===== src/rtl/prop_clk_pkg.sv =====
// Shared encodings, FSM states and the divider increment table for prop_clkctrl.
package prop_clk_pkg;

   typedef enum logic [2:0] {
      RCFAST = 3'd0,
      RCSLOW = 3'd1,
      XINPUT = 3'd2,
      XTAL1  = 3'd3,
      PLL2   = 3'd4,
      PLL4   = 3'd5,
      PLL8   = 3'd6,
      PLL16  = 3'd7
   } clksel_e;

   typedef enum logic [1:0] {
      S_RST  = 2'd0,
      S_RUN  = 2'd1,
      S_PEND = 2'd2
   } state_e;

   localparam int DIV_W_MIN   = 6;
   localparam int SYNC_STAGES = 2;

   // Accumulator step for a clock register value; zero means the divider is stalled.
   function automatic logic [31:0] clk_inc(input logic [7:0] cfg, input int div_w);
      logic        p;
      clksel_e     sel;
      logic [31:0] one;
      p   = (cfg[6:5] == 2'b11);
      sel = clksel_e'(cfg[2:0]);
      one = 32'd1;
      if (p && sel == PLL16)
         return one << (div_w - 1);
      else if (p && sel == PLL8)
         return one << (div_w - 2);
      else if (p && sel == PLL4)
         return one << (div_w - 3);
      else if ((p && sel == PLL2) || sel == RCFAST)
         return one << (div_w - 4);
      else if ((p && sel == XTAL1) || (cfg[5] && sel == XINPUT))
         return one << (div_w - 5);
      else if (sel == RCSLOW)
         return one;
      return 32'd0;
   endfunction

endpackage


===== src/rtl/prop_clkctrl_if.sv =====
// Core-facing clock-control signals: mode request in, enables/reset/status out.
interface prop_clkctrl_if;
   logic [7:0] cfg;
   logic       cog_en;
   logic       pll_en;
   logic       nres;
   logic [7:0] cfg_act;
   logic       sw_pend;

   modport master (output cfg, input cog_en, pll_en, nres, cfg_act, sw_pend);
   modport slave  (input cfg, output cog_en, pll_en, nres, cfg_act, sw_pend);
endinterface


===== src/rtl/prop_rst_stretch.sv =====
// Core reset source: 2-flop synchroniser, plus the DTR pulse stretcher when
// PROP_CLKCTRL_DTR_STRETCH_EN is defined (otherwise inp_resn is used directly).
module prop_rst_stretch
   import prop_clk_pkg::*;
#(
   parameter int                   STRETCH_W   = 24,
   parameter logic [STRETCH_W-1:0] STRETCH_CNT = 24'hFFFFF
) (
   input  logic clk,
   input  logic res,
   output logic core_res,
`ifdef PROP_CLKCTRL_DTR_STRETCH_EN
   input  logic dtr
`else
   input  logic inp_resn
`endif
);

   if (STRETCH_CNT == '0) begin : g_bad_cnt
      $error("STRETCH_CNT must be non-zero");
   end

   logic [SYNC_STAGES-1:0] sync_reg;

`ifdef PROP_CLKCTRL_DTR_STRETCH_EN
   logic [STRETCH_W-1:0] cnt_reg;
   logic                 done_reg;
   logic                 dtr_s;

   always_ff @(posedge clk) begin
      if (res) sync_reg <= '0;
      else     sync_reg <= {sync_reg[SYNC_STAGES-2:0], dtr};
   end

   assign dtr_s = sync_reg[SYNC_STAGES-1];

   // Stretch holds reset for exactly STRETCH_CNT cycles of asserted DTR.
   always_ff @(posedge clk) begin
      if (res || !dtr_s) begin
         cnt_reg  <= '0;
         done_reg <= 1'b0;
      end else if (!done_reg) begin
         if (cnt_reg == STRETCH_CNT - 1'b1) done_reg <= 1'b1;
         else                               cnt_reg  <= cnt_reg + 1'b1;
      end
   end

   assign core_res = dtr_s & ~done_reg;
`else
   // Idle level of an active-low reset is 1, so the core is not held after res.
   always_ff @(posedge clk) begin
      if (res) sync_reg <= '1;
      else     sync_reg <= {sync_reg[SYNC_STAGES-2:0], inp_resn};
   end

   assign core_res = ~sync_reg[SYNC_STAGES-1];
`endif

endmodule


===== src/rtl/prop_clkctrl.sv =====
// Propeller clock control: cog/PLL clock enables from a divide-by-accumulator, with
// mode switches deferred to a wrap. Define PROP_CLKCTRL_DTR_STRETCH_EN for DTR reset.
module prop_clkctrl
   import prop_clk_pkg::*;
#(
   parameter int                   DIV_W       = 13,
   parameter int                   STRETCH_W   = 24,
   parameter logic [STRETCH_W-1:0] STRETCH_CNT = 24'hFFFFF
) (
   input  logic clk,
   input  logic res,
`ifdef PROP_CLKCTRL_DTR_STRETCH_EN
   input  logic dtr,
`else
   input  logic inp_resn,
`endif
   prop_clkctrl_if.slave bus
);

   if (DIV_W < DIV_W_MIN) begin : g_bad_div
      $error("DIV_W must be at least 6");
   end

   localparam logic [DIV_W-1:0] INC_HALF = {1'b1, {(DIV_W-1){1'b0}}};

   state_e           state_reg, state_next;
   logic [DIV_W-1:0] acc_reg, acc_next, inc, inc_act;
   logic [7:0]       cfg_q_reg, cfg_act_reg, cfg_act_next;
   logic             cog_en_reg, pll_en_reg, nres_reg;
   logic             cog_en_next, pll_en_next, nres_next;
   logic             core_res;

   prop_rst_stretch #(
      .STRETCH_W   (STRETCH_W),
      .STRETCH_CNT (STRETCH_CNT)
   ) u_rst (
      .clk      (clk),
      .res      (res),
      .core_res (core_res),
`ifdef PROP_CLKCTRL_DTR_STRETCH_EN
      .dtr      (dtr)
`else
      .inp_resn (inp_resn)
`endif
   );

   // While the core is held in reset the divider free-runs at half rate.
   always_comb begin
      inc_act     = DIV_W'(clk_inc(cfg_act_reg, DIV_W));
      inc         = (state_reg == S_RST) ? INC_HALF : inc_act;
      acc_next    = acc_reg + inc;
      cog_en_next = ~acc_reg[DIV_W-1] & acc_next[DIV_W-1];
      pll_en_next = (inc_act == INC_HALF) | (~acc_reg[DIV_W-2] & acc_next[DIV_W-2]);
      nres_next   = cog_en_next ? (~core_res & ~cfg_act_reg[7]) : nres_reg;
   end

   // The reset-request bit bypasses deferral; mode bits only change at a wrap.
   always_comb begin
      state_next   = state_reg;
      cfg_act_next = {cfg_q_reg[7], cfg_act_reg[6:0]};
      case (state_reg)
         S_RST: begin
            if (!core_res) begin
               state_next   = S_RUN;
               cfg_act_next = cfg_q_reg;
            end
         end
         S_RUN: begin
            if (core_res)
               state_next = S_RST;
            else if (cfg_q_reg[6:0] != cfg_act_reg[6:0])
               state_next = S_PEND;
         end
         S_PEND: begin
            if (core_res) begin
               state_next = S_RST;
            end else if (acc_next == '0 || inc_act == '0) begin
               state_next   = S_RUN;
               cfg_act_next = cfg_q_reg;
            end
         end
         default: state_next = S_RST;
      endcase
   end

   always_ff @(posedge clk) begin
      if (res) begin
         state_reg   <= S_RST;
         acc_reg     <= '0;
         cfg_q_reg   <= '0;
         cfg_act_reg <= '0;
         cog_en_reg  <= 1'b0;
         pll_en_reg  <= 1'b0;
         nres_reg    <= 1'b0;
      end else begin
         state_reg   <= state_next;
         acc_reg     <= acc_next;
         cfg_q_reg   <= bus.cfg;
         cfg_act_reg <= cfg_act_next;
         cog_en_reg  <= cog_en_next;
         pll_en_reg  <= pll_en_next;
         nres_reg    <= nres_next;
      end
   end

   assign bus.cog_en  = cog_en_reg;
   assign bus.pll_en  = pll_en_reg;
   assign bus.nres    = nres_reg;
   assign bus.cfg_act = cfg_act_reg;
   assign bus.sw_pend = (state_reg == S_PEND);

endmodule


===== src/flat_wrapper.sv =====
// flat-port wrapper written by rule: the top's interface ports become plain ports
module prop_clkctrl_flat import prop_clk_pkg::*;
#(
   parameter int                   DIV_W       = 13,
   parameter int                   STRETCH_W   = 24,
   parameter logic [STRETCH_W-1:0] STRETCH_CNT = 24'hFFFFF
)
  (clk, res, inp_resn, bus_cfg, bus_cog_en, bus_pll_en, bus_nres, bus_cfg_act, bus_sw_pend);
  prop_clkctrl_if bus_i ();
  input  logic clk;
  input  logic res;
  input  logic inp_resn;
  input wire logic [$bits(bus_i.cfg)-1:0] bus_cfg;
  output wire logic [$bits(bus_i.cog_en)-1:0] bus_cog_en;
  output wire logic [$bits(bus_i.pll_en)-1:0] bus_pll_en;
  output wire logic [$bits(bus_i.nres)-1:0] bus_nres;
  output wire logic [$bits(bus_i.cfg_act)-1:0] bus_cfg_act;
  output wire logic [$bits(bus_i.sw_pend)-1:0] bus_sw_pend;
  assign bus_i.cfg = bus_cfg;
  assign bus_cog_en = bus_i.cog_en;
  assign bus_pll_en = bus_i.pll_en;
  assign bus_nres = bus_i.nres;
  assign bus_cfg_act = bus_i.cfg_act;
  assign bus_sw_pend = bus_i.sw_pend;
  prop_clkctrl #(.DIV_W(DIV_W), .STRETCH_W(STRETCH_W), .STRETCH_CNT(STRETCH_CNT)) u_core (.clk(clk), .res(res), .inp_resn(inp_resn), .bus(bus_i));
endmodule

===== config.mk =====
export PLATFORM = sky130hd
export DESIGN_NAME = prop_clkctrl_flat
export DESIGN_NICKNAME = d
export VERILOG_FILES = /design/src/rtl/prop_clk_pkg.sv /design/src/rtl/prop_clkctrl_if.sv /design/src/rtl/prop_rst_stretch.sv /design/src/rtl/prop_clkctrl.sv /design/src/flat_wrapper.sv
export SDC_FILE = /design/constraint.sdc
export NUM_CORES = 1
export LEC_CHECK = 0
export CAP_MARGIN = 20
export CORE_UTILIZATION = 52
export DETAILED_ROUTE_END_ITERATION = 16
export GPL_TIMING_DRIVEN = 0
export HOLD_SLACK_MARGIN = 0.1
export PLACE_DENSITY = 0.75
export SETUP_SLACK_MARGIN = 0.15
export SLEW_MARGIN = 20
export SYNTH_ARGS = -nofsm -noshare
export SYNTH_HDL_FRONTEND = slang
export SYNTH_SLANG_ARGS = --single-unit

===== constraint.sdc =====
create_clock -name clk -period 4.45 [get_ports clk]
set_input_delay 0.445 -clock clk [delete_from_list [all_inputs] [get_ports clk]]
set_output_delay 0.445 -clock clk [all_outputs]
set_load 0.005 [all_outputs]

==> results.py <==
metrics = {
    "status": {
        "outcome": "complete, no violations",
    },
    "layout": {
        "final_nets": 273,
        "final_util_pct": 66.9,
        "finalNonFillerCells": 303,
        "layout-drive-gt1-share_pct": 6.61,
        "n_antenna_cell": 0,
        "fillers": 320,
        "postLayoutCellArea_mm2": 0.00232,
        "largest_reg_flops": 13,
        "synthToLayoutAreaGrowth_pct": 18.2,
    },
    "floorplanning": {
        "ioPinCount": 23,
        "initial_core_util_pct": 56.6,
        "placementRows": 21,
        "die_area_mm2": 0.00402,
        "core-area_mm2": 0.00347,
        "dieWidth_um": 63.4,
        "dieHeight_um": 63.4,
    },
    "setup_path": {
        "crit_arrival_ps": 3700,
        "crit_fanout": 9,
        "reg2reg_to": "u_core.bus.cfg_act[1]",
        "crit_cells": 12,
        "ff2ff_setup_slack_ps": 890,
        "cp_cell_sequence": "clkbuf_1 -> nand2_1 -> nor2_1 -> ha_1 -> ha_1 -> nand4_1 -> nor4_1 -> a211oi_1 -> xnor2_1 -> or4_4 -> buf_6 -> o211ai_1",
        "slowest_delay_ps": 710,
        "criticalPathCategory": "flop to flop",
        "worstPathRequired_ps": 4590,
        "start_kind": "flop",
        "crit_buf_inv": 2,
        "endpoint_kind": "flop",
        "slowest_stage": "xnor2_1",
        "cp_top_family": "simple AND/OR/NAND/NOR gates",
        "cp_common_cell": "ha_1",
        "reg2regPathDepth": 12,
        "r2r-start": "u_core.bus.cfg_act[0]",
    },
    "place": {
        "placed_cells": 295,
        "place.gp.congestion": 0.868,
        "numPortBuffers": 21,
        "placed_area_mm2": 0.00223,
        "hpwl_um": 2980,
    },
    "logic_synthesis": {
        "synthFlopType": "dfxtp_1",
        "postSynthCellCount": 228,
        "yosysUniqueCellTypes": 39,
        "yosys_warnings": 0,
        "syn_area_mm2": 0.00196,
        "ys_ff_latch": 36,
        "ys_top_cells_by_count": "dfxtp_1 (36), nor2b_1 (30), nor2_1 (21), nand2_1 (16), xor2_1 (11)",
        "synth.area.top_cells": "dfxtp_1 (37%), nor2b_1 (9.6%), xor2_1 (4.9%)",
        "postSynthAreaPerCell_um2": 8.60,
        "yosysMostFrequentCell": "dfxtp_1",
        "synth_top_area_share_pct": 36.7,
        "ys_seq_area_share_pct": 36.7,
        "syn_nets": 245,
        "ys_async_sr_fraction_pct": 0,
        "synth_edf_count": 0,
        "synth_top_area_cell": "dfxtp_1",
    },
    "timing": {
        "finalCriticalPeriod_ps": 3560,
        "fin_skew_ps": 9.89,
        "max_freq_mhz": 281,
        "worstMarginPinSlew_ps": 913,
        "slew_violations": 0,
        "hold_viol": 0,
        "fin_setup_tns_ps": 0,
        "fin_crit_sh_pct": 80.0,
        "setup_viol": 0,
        "rsz0062_at_grt": "false",
        "max_slew_margin_pct": 38.7,
    },
    "global_route": {
        "antenna_found_initial": 0,
        "grt_pass1_wl_um": 7180,
        "grt_use_total_pct": 22.9,
        "grt_pass1_vias": 1578,
        "grt_overflow": 0,
        "grt_max_degree": 11,
    },
    "cts": {
        "cts_tree": "built",
        "cts_root_buffer": "clkbuf_8",
        "clock_tree.buffer_depth": 2,
        "cts_inserted_buffers": 5,
        "cts_resized": 0,
        "path_clk_slew_ps": 60,
        "ctsHtreeMaxLevel": 2,
        "postCtsSetupBuffers": 0,
        "hold_buffers": 0,
        "clock-sinks": 36,
        "clk_latency_ps": 290,
    },
    "power_and_ir_drop": {
        "power.density_mw_per_mm2": 409,
        "power_mw": 0.948,
        "irDropWorstVdd_mv": 0.241,
        "p_leak_nw": 0.837,
    },
    "routing": {
        "vias_per_cell": 5.67,
        "drtAntennaViolNets": 0,
        "wire_per_inst_um": 13.6,
        "drtPass1Iterations": 4,
        "drt_iter0_drc": 73,
        "drc_errors": 0,
        "num_vias": 1718,
        "routed_wirelength_um": 4130,
    },
    "hold_path": {
        "worstHoldStart": "u_core.u_rst.sync_reg[0]",
        "hold_end": "u_core.u_rst.sync_reg[1]",
        "hold_depth": 1,
        "holdCritPathClass": "flop to flop",
    },
    "job": {
        "maxCapViolCount": 0,
    },
}
layout make-up:
type | count | area, um^2 | share of cell area (%)
buffer | 13 | 58.8 | 2.54
clock buffer | 8 | 90.1 | 3.88
inverter | 5 | 18.8 | 0.809
multi-input combinational | 174 | 1160 | 50.2
sequential | 36 | 721 | 31.1
tap | 46 | 57.6 | 2.48
timing repair buffer | 21 | 210 | 9.06
report_power, final:
| group | leakage (nW) | switching (mW) | internal, mW | total [mW] |
|---|---|---|---|---|
| sequential | 0.295 | 0.0273 | 0.359 | 0.386 |
| combinational | 0.496 | 0.184 | 0.144 | 0.328 |
| clock | 0.0455 | 0.107 | 0.126 | 0.234 |
| total | 0.837 | 0.319 | 0.629 | 0.948 |
layout by cell type (no fill, tap or decap), types with 2 or more instances in the layout:
cell	count
xor2_1	11
buf_2	2
o41ai_1	7
clkbuf_8	6
nor3_1	4
nand2_1	16
a211oi_1	3
ha_1	6
nor2b_1	30
inv_1	5
clkbuf_1	12
and2_1	3
clkdlybuf4s50_1	21
or2_2	3
o211ai_1	9
nand4_1	3
nor4_1	4
o21ai_0	4
nand2b_1	3
dfxtp_1	36
a21oi_1	6
xnor2_1	8
a32oi_1	8
nand3_1	8
nor2_1	21
and3_1	3
layer usage:
metal / wire (um) / vias to the layer above / track usage [%]
li1: - / 872 / -
met1: 1990 / 804 / 29.7
met2: 1890 / 36 / 35.2
met3: 174 / 6 / 6.52
met4: 65 / 0 / 9.66
met5: 0 / - / 0
worst reg2reg max path: stages, from the launching register on:
cell      delay [ps]
dfxtp_1          320
clkbuf_1         330
nand2_1          120
nor2_1           140
ha_1             230
ha_1             310
nand4_1          200
nor4_1           370
a211oi_1         180
xnor2_1          710
or4_4            260
buf_6            130
o211ai_1         120
through the flow:
stage	setup slack (ps)	hold WS (ps)
after floorplan	1390	389
after global placement	954	393
after detailed placement	1010	400
after CTS	980	420
after global routing	714	450
final	891	418
logic make-up after synthesis:
kind of cell	after synthesis	share of synthesized area (%)
simple gates	105	29.7
xor+xnor	19	8.48
compound gates	44	17.3
flops	36	36.7
buf+inv	18	3.95
fa+ha+maj	6	3.83
how the worst max path moves through the flow:
| stage | start | end |
|---|---|---|
| after floorplan | u_core.bus.cfg_act[1] | u_core.state_reg[0] |
| after global placement | u_core.bus.cfg_act[1] | u_core.state_reg[0] |
| after detailed placement | u_core.bus.cfg_act[0] | u_core.bus.cfg_act[1] |
| after CTS | u_core.bus.cfg_act[1] | u_core.state_reg[0] |
| after global routing | u_core.bus.cfg_act[0] | u_core.bus.cfg_act[1] |
| final | u_core.bus.cfg_act[0] | u_core.bus.cfg_act[1] |
Power figures use the tool's default switching activity.
